**config.mk**
```make
export PLATFORM = sky130hd
export DESIGN_NAME = voice_mixer_dac
export DESIGN_NICKNAME = d
export VERILOG_FILES = /design/src/rtl/voice_mixer_dac.sv
export SDC_FILE = /design/constraint.sdc
export NUM_CORES = 1
export LEC_CHECK = 0
export CAP_MARGIN = 20
export CORE_UTILIZATION = 60
export DETAILED_ROUTE_END_ITERATION = 7
export PLACE_DENSITY_LB_ADDON = 0.05
export SLEW_MARGIN = 15
export SYNTH_ARGS = -nofsm -noshare
export SYNTH_HDL_FRONTEND = slang
export SYNTH_SLANG_ARGS = --single-unit
```
**constraint.sdc**
```tcl
create_clock -name clk -period 6.5 [get_ports clk]
set_input_delay 0.65 -clock clk [delete_from_list [all_inputs] [get_ports clk]]
set_output_delay 0.65 -clock clk [all_outputs]
set_load 0.005 [all_outputs]
```
**src/rtl/voice_mixer_dac.sv**
```systemverilog
`default_nettype none
// ============================================================================
// Module  : voice_mixer_dac
// Brief   : Sums NUM_VOICES signed voice samples once per output period,
//           applies gain and saturation, and drives an offset-binary DAC word
//           with a clip flag, a sticky overrun flag and a peak-hold level meter.
// Revision: 1.0 - initial release
// ============================================================================
module voice_mixer_dac #(
    parameter int NUM_VOICES = 8,
    parameter int SAMPLE_W   = 16,
    parameter int DAC_W      = 16,
    parameter int CLK_DIV    = 2048,
    parameter int GAIN_SHIFT = 3,
    parameter int LED_W      = 8,
    parameter int PEAK_HOLD  = 4096,
    localparam int SEL_W     = (NUM_VOICES > 1) ? $clog2(NUM_VOICES) : 1
) (
    input  logic                clk,
    input  logic                reset,
    input  logic                mute,
    output logic [SEL_W-1:0]    voice_sel,
    input  logic [SAMPLE_W-1:0] voice_sample,
    output logic [DAC_W-1:0]    dac_out,
    output logic                sample_strobe,
    output logic [LED_W-1:0]    leds,
    output logic                clip,
    output logic                overrun
);

    localparam int c_acc_w  = SAMPLE_W + $clog2(NUM_VOICES) + 1;
    localparam int c_cnt_w  = $clog2(CLK_DIV);
    localparam int c_hold_w = $clog2(PEAK_HOLD + 1);
    localparam int c_mag_w  = DAC_W - 1;

    localparam logic signed [c_acc_w-1:0] c_lim_hi  = c_acc_w'(2 ** (DAC_W - 1) - 1);
    localparam logic signed [c_acc_w-1:0] c_lim_lo  = c_acc_w'(-(2 ** (DAC_W - 1)));
    localparam logic signed [DAC_W-1:0]   c_sat_max = {1'b0, {(DAC_W-1){1'b1}}};
    localparam logic signed [DAC_W-1:0]   c_sat_min = {1'b1, {(DAC_W-1){1'b0}}};
    localparam logic [DAC_W-1:0]          c_mid     = {1'b1, {(DAC_W-1){1'b0}}};

    typedef enum logic [1:0] {
        ST_IDLE   = 2'd0,
        ST_ACCUM  = 2'd1,
        ST_OUTPUT = 2'd2
    } state_t;

    state_t                     r_state;
    state_t                     w_state_next;
    logic [c_cnt_w-1:0]         r_tick_cnt;
    logic                       w_tick;
    logic                       w_last;
    logic [SEL_W-1:0]           r_voice_sel;
    logic signed [c_acc_w-1:0]  r_acc;
    logic signed [c_acc_w-1:0]  w_sample_ext;
    logic signed [c_acc_w-1:0]  w_shifted;
    logic                       w_over;
    logic                       w_under;
    logic signed [DAC_W-1:0]    w_sat;
    logic [DAC_W-1:0]           w_dac_word;
    logic                       w_clip_next;
    logic [c_mag_w-1:0]         w_mag;
    logic [DAC_W-1:0]           r_dac_out;
    logic                       r_strobe;
    logic                       r_clip;
    logic                       r_overrun;
    logic [c_mag_w-1:0]         r_peak;
    logic [c_hold_w-1:0]        r_hold;
    logic [LED_W-1:0]           w_leds;
    logic [LED_W-1:0]           r_leds;

    // Free-running sample-rate divider; it never waits on the mixer.
    assign w_tick = (r_tick_cnt == c_cnt_w'(CLK_DIV - 1));

    always_ff @(posedge clk or posedge reset) begin
        if (reset) begin
            r_tick_cnt <= '0;
        end else if (w_tick) begin
            r_tick_cnt <= '0;
        end else begin
            r_tick_cnt <= r_tick_cnt + 1'b1;
        end
    end

    assign w_last = (r_voice_sel == SEL_W'(NUM_VOICES - 1));

    always_ff @(posedge clk or posedge reset) begin
        if (reset) begin
            r_state <= ST_IDLE;
        end else begin
            r_state <= w_state_next;
        end
    end

    always_comb begin
        w_state_next = r_state;
        case (r_state)
            ST_IDLE:   if (w_tick) w_state_next = ST_ACCUM;
            ST_ACCUM:  if (w_last) w_state_next = ST_OUTPUT;
            ST_OUTPUT: w_state_next = ST_IDLE;
            default:   w_state_next = ST_IDLE;
        endcase
    end

    assign w_sample_ext = {{(c_acc_w-SAMPLE_W){voice_sample[SAMPLE_W-1]}}, voice_sample};

    always_ff @(posedge clk or posedge reset) begin
        if (reset) begin
            r_acc       <= '0;
            r_voice_sel <= '0;
        end else begin
            case (r_state)
                ST_IDLE: begin
                    if (w_tick) begin
                        r_acc       <= '0;
                        r_voice_sel <= '0;
                    end
                end
                ST_ACCUM: begin
                    r_acc       <= r_acc + w_sample_ext;
                    r_voice_sel <= w_last ? '0 : r_voice_sel + 1'b1;
                end
                default: ;
            endcase
        end
    end

    assign w_shifted = r_acc >>> GAIN_SHIFT;
    assign w_over    = (w_shifted > c_lim_hi);
    assign w_under   = (w_shifted < c_lim_lo);

    always_comb begin
        w_sat = w_shifted[DAC_W-1:0];
        if (w_over) begin
            w_sat = c_sat_max;
        end else if (w_under) begin
            w_sat = c_sat_min;
        end
    end

    assign w_dac_word  = mute ? c_mid : {~w_sat[DAC_W-1], w_sat[DAC_W-2:0]};
    assign w_clip_next = (w_over | w_under) & ~mute;

    // Negative full scale has no positive twin, so it folds onto the maximum.
    always_comb begin
        w_mag = w_sat[DAC_W-2:0];
        if (mute) begin
            w_mag = '0;
        end else if (w_sat[DAC_W-1]) begin
            w_mag = (w_sat == c_sat_min) ? {c_mag_w{1'b1}} : (~w_sat[DAC_W-2:0] + 1'b1);
        end
    end

    always_ff @(posedge clk or posedge reset) begin
        if (reset) begin
            r_dac_out <= c_mid;
            r_strobe  <= 1'b0;
            r_clip    <= 1'b0;
            r_peak    <= '0;
            r_hold    <= '0;
        end else begin
            r_strobe <= 1'b0;
            if (r_state == ST_OUTPUT) begin
                r_dac_out <= w_dac_word;
                r_strobe  <= 1'b1;
                r_clip    <= w_clip_next;
                if (w_mag > r_peak) begin
                    r_peak <= w_mag;
                    r_hold <= '0;
                end else if (r_hold < c_hold_w'(PEAK_HOLD - 1)) begin
                    r_hold <= r_hold + 1'b1;
                end else begin
                    r_peak <= r_peak >> 1;
                end
            end
        end
    end

    always_ff @(posedge clk or posedge reset) begin
        if (reset) begin
            r_overrun <= 1'b0;
        end else if (w_tick && (r_state != ST_IDLE)) begin
            r_overrun <= 1'b1;
        end
    end

    // Each LED doubles the threshold of the one below it.
    for (genvar gi = 0; gi < LED_W; gi++) begin : g_led
        assign w_leds[gi] = (r_peak >= (c_mag_w'(1) << (DAC_W - 1 - LED_W + gi)));
    end

    always_ff @(posedge clk or posedge reset) begin
        if (reset) begin
            r_leds <= '0;
        end else begin
            r_leds <= w_leds;
        end
    end

    assign voice_sel     = r_voice_sel;
    assign dac_out       = r_dac_out;
    assign sample_strobe = r_strobe;
    assign clip          = r_clip;
    assign overrun       = r_overrun;
    assign leds          = r_leds;

endmodule
`default_nettype wire

```
==> flow_metrics.env <==
export IMPL_outcome="complete, no violations"
export IMPL_grt_pass1_vias=4659
export IMPL_hp_class="reg -> reg"
export IMPL_grt_max_degree=92
export IMPL_antenna_cells=0
export IMPL_grt_first_pass_wirelength_um=22300
export IMPL_synth_area_sq_um=5720
export IMPL_drtAntennaViolNets=0
export IMPL_drc_errors=0
export IMPL_holdBufCountCts=0
export IMPL_ctsHtreeMaxLevel=3
export IMPL_startpoint_type="register"
export IMPL_yosys_area_top_type="dfrtp_1"
export IMPL_post_cts_setup_buffer_count=0
export IMPL_final_hold_viol_count=0
export IMPL_wl_per_cell_um=16.8
export IMPL_drt_pass1_iterations=5
export IMPL_rr_startpoint="r_acc[19]$_DFFE_PP0P_"
export IMPL_min_delay_worst_endpoint="leds[7]$_DFF_PP0_"
export IMPL_placed_area_sq_um=6250
export IMPL_worst_pin_slew_ns=0.876
export IMPL_setup_violations=0
export IMPL_busiest_layer="met2"
export IMPL_critPathMaxStageDelay_ns=0.86
export IMPL_clk_path_buf_depth=2
export IMPL_drt_vias_per_instance=6.12
export IMPL_drive_gt1_frac=0.0706
export IMPL_io_buffers=48
export IMPL_synth_edf_count=0
export IMPL_synth_seq_area_share=0.399
export IMPL_final_cell_mix="dfrtp_1 (90), nor2_1 (64), nand2_1 (58)"
export IMPL_vias=4864
export IMPL_rrSetupSlack_ns=1.14
export IMPL_post_place_ws_ns=1.21
export IMPL_fp_dieH_um=99.6
export IMPL_skew_ns=0.0136
export IMPL_yosysWarnings=0
export IMPL_arrival_ns=5.61
export IMPL_synthFlopType="dfrtp_1"
export IMPL_use_met2=0.464
export IMPL_place_congestion=0.894
export IMPL_crit_path_end_kind="register"
export IMPL_timing_hold_ws_ns=0.432
export IMPL_clk_latency_ns=0.38
export IMPL_fillCellCount=748
export IMPL_fin_crit_ns=5.36
export IMPL_cts_resized=0
export IMPL_synth_top_area_share=0.394
export IMPL_tritoncts="yes"
export IMPL_root_buffer="clkbuf_8"
export IMPL_drt_iter0_markers=248
export IMPL_grt_use_met1=0.366
export IMPL_max_slew_margin=0.414
export IMPL_syn_inst=630
export IMPL_cts_buffers=9
export IMPL_cts_sinks=91
export IMPL_antenna_found_initial=0
export IMPL_min_from="r_peak[14]$_DFFE_PP0P_"
export IMPL_min_path_cells=0
export IMPL_synth_avg_cell_area_sq_um=9.07
export IMPL_r2r_cells=15
export IMPL_area_growth_pct=12.9
export IMPL_fin_area_sq_um=6450
export IMPL_mostFrequentLayoutCell="dfrtp_1"
export IMPL_synth_nets=689
export IMPL_coreArea_sq_um=9240
export IMPL_timing_rr_end="r_peak[13]$_DFFE_PP0P_"
export IMPL_period_share=0.824
export IMPL_yosysUniqueCellTypes=69
export IMPL_fin_nets=720
export IMPL_drv_slew=0
export IMPL_crit_path_max_fanout=21
export IMPL_worstPathRequired_ns=6.75
export IMPL_totalWireLength_um=13400
export IMPL_ys_top_cells_by_area="dfrtp_1 (39%), ha_1 (8.5%), nor2_1 (4.2%)"
export IMPL_setup_ws_ns=1.14
export IMPL_initial_core_util=0.619
export IMPL_powerDensity_nw_per_um2=164
export IMPL_crit_path_cell_trace="nand2_1, o21ai_0, ha_1, inv_1, or3_1, a32o_1, a311oi_2, ha_1, nand3_1, a21oi_1, o311ai_1, a21oi_1, nor2_1, nor2_1, a221o_1"
export IMPL_grt_total_usage=0.283
export IMPL_clk_pin_slew_worst_paths_ns=0.09
export IMPL_cellLeakagePower_nw=2.80
export IMPL_synth_seq_cells=91
export IMPL_max_vdd_ir_drop_uv=114
export IMPL_crit_type="reg -> reg"
export IMPL_place_hpwl_um=9570
export IMPL_rows=35
export IMPL_die_w_um=99.6
export IMPL_async_flop_share=1.00
export IMPL_clock_fmax_mhz=187
export IMPL_cap_violations=0
export IMPL_die_area_sq_um=9920
export IMPL_rsz0062_at_grt="no"
export IMPL_grt_ovfl_total=0
export IMPL_fin_setup_tns_ns=0
export IMPL_use_met3=0.0492
export IMPL_io_pins=49
export IMPL_cp_slowest_cell="dfrtp_1"
power breakdown:
group / internal [mW] / switching, mW / total, mW
registers: 0.567 / 0.00418 / 0.571
clock network: 0.150 / 0.232 / 0.381
logic: 0.0449 / 0.0621 / 0.107
how the worst max path moves through the flow:
stage | to | start | slack, ns | cells after the start
floorplan | r_peak[0]$_DFFE_PP0P_ | r_acc[18]$_DFFE_PP0P_ | 2.09 | 22
global placement | r_peak[13]$_DFFE_PP0P_ | r_acc[19]$_DFFE_PP0P_ | 1.47 | 15
detailed placement | r_peak[13]$_DFFE_PP0P_ | r_acc[19]$_DFFE_PP0P_ | 1.21 | 15
CTS | r_peak[13]$_DFFE_PP0P_ | r_acc[19]$_DFFE_PP0P_ | 1.22 | 15
global route | r_peak[13]$_DFFE_PP0P_ | r_acc[19]$_DFFE_PP0P_ | 0.68 | 15
finish | r_peak[13]$_DFFE_PP0P_ | r_acc[19]$_DFFE_PP0P_ | 1.14 | 15
synthesized netlist by cell type, drive strengths merged, types with 4 or more instances:
cell type	instances
a221oi	9
a211oi	10
nor2	64
a22o	8
nand4	5
o21ai	43
nor4	5
xor2	16
nand3	24
o21a	4
or4	4
dfrtp	90
buf	8
nor2b	7
clkbuf	25
ha	39
or3	10
o31ai	6
a21o	5
o211ai	4
mux2i	5
a31oi	5
nor3	19
a21oi	42
inv	33
o221a	4
xnor2	18
nand2b	6
a311oi	5
nand2	59
worst max-delay path, delay by kind of cell (launching register included):
kind / cells / cell delay (ns)
simple gates: 5 / 1.67
fa+ha+maj: 2 / 0.77
compound gates: 7 / 1.70
flops: 1 / 0.86
buf+inv: 1 / 0.23
kinds of logic after synthesis:
| group | Yosys count | synth area share |
|---|---|---|
| and+or+nand+nor | 216 | 0.186 |
| xor gates and xnor gates | 34 | 0.0521 |
| adders and majority gates | 40 | 0.0889 |
| DFF | 91 | 0.399 |
| buffers and inverters | 66 | 0.0453 |
| AOI/OAI and AO/OA | 177 | 0.219 |
| muxes | 6 | 0.0107 |
area by class of cell:
class	count	area, sq um	share of cell area
Sequential cell	91	2280	0.353
Clock inverter	7	67.6	0.0105
Tap cell	129	161	0.0250
Inverter	33	125	0.0194
Timing Repair Buffer	53	519	0.0804
Clock buffer	9	124	0.0192
Multi-Input combinational cell	473	3180	0.493
per-layer routing:
layer | part of all wire | up-vias | wire, um
met4 | 0.030 | 0 | 403
met2 | 0.48 | 155 | 6370
li1 | - | 2342 | -
met1 | 0.45 | 2333 | 5970
met5 | 0 | - | 0
met3 | 0.047 | 34 | 632
sequential cells by signal, summed over array words and instances (netlist names):
register,cells
sample_strobe,1
r_peak,15
leds,8
r_acc,20
dac_out,16
r_hold,13
r_tick_cnt,11
r_state,2
voice_sel,3
overrun,1
clip,1
stage by stage:
step	utilization	total power [mW]	instances
4_1_cts	0.698	1.06	794
5_1_grt	0.699	1.10	795
3_5_place_dp	0.677	0.688	778
6_report	0.699	1.06	795
3_3_place_gp	0.677	0.684	778
2_1_floorplan	-	0.657	630
Power figures use the tool's default switching activity.
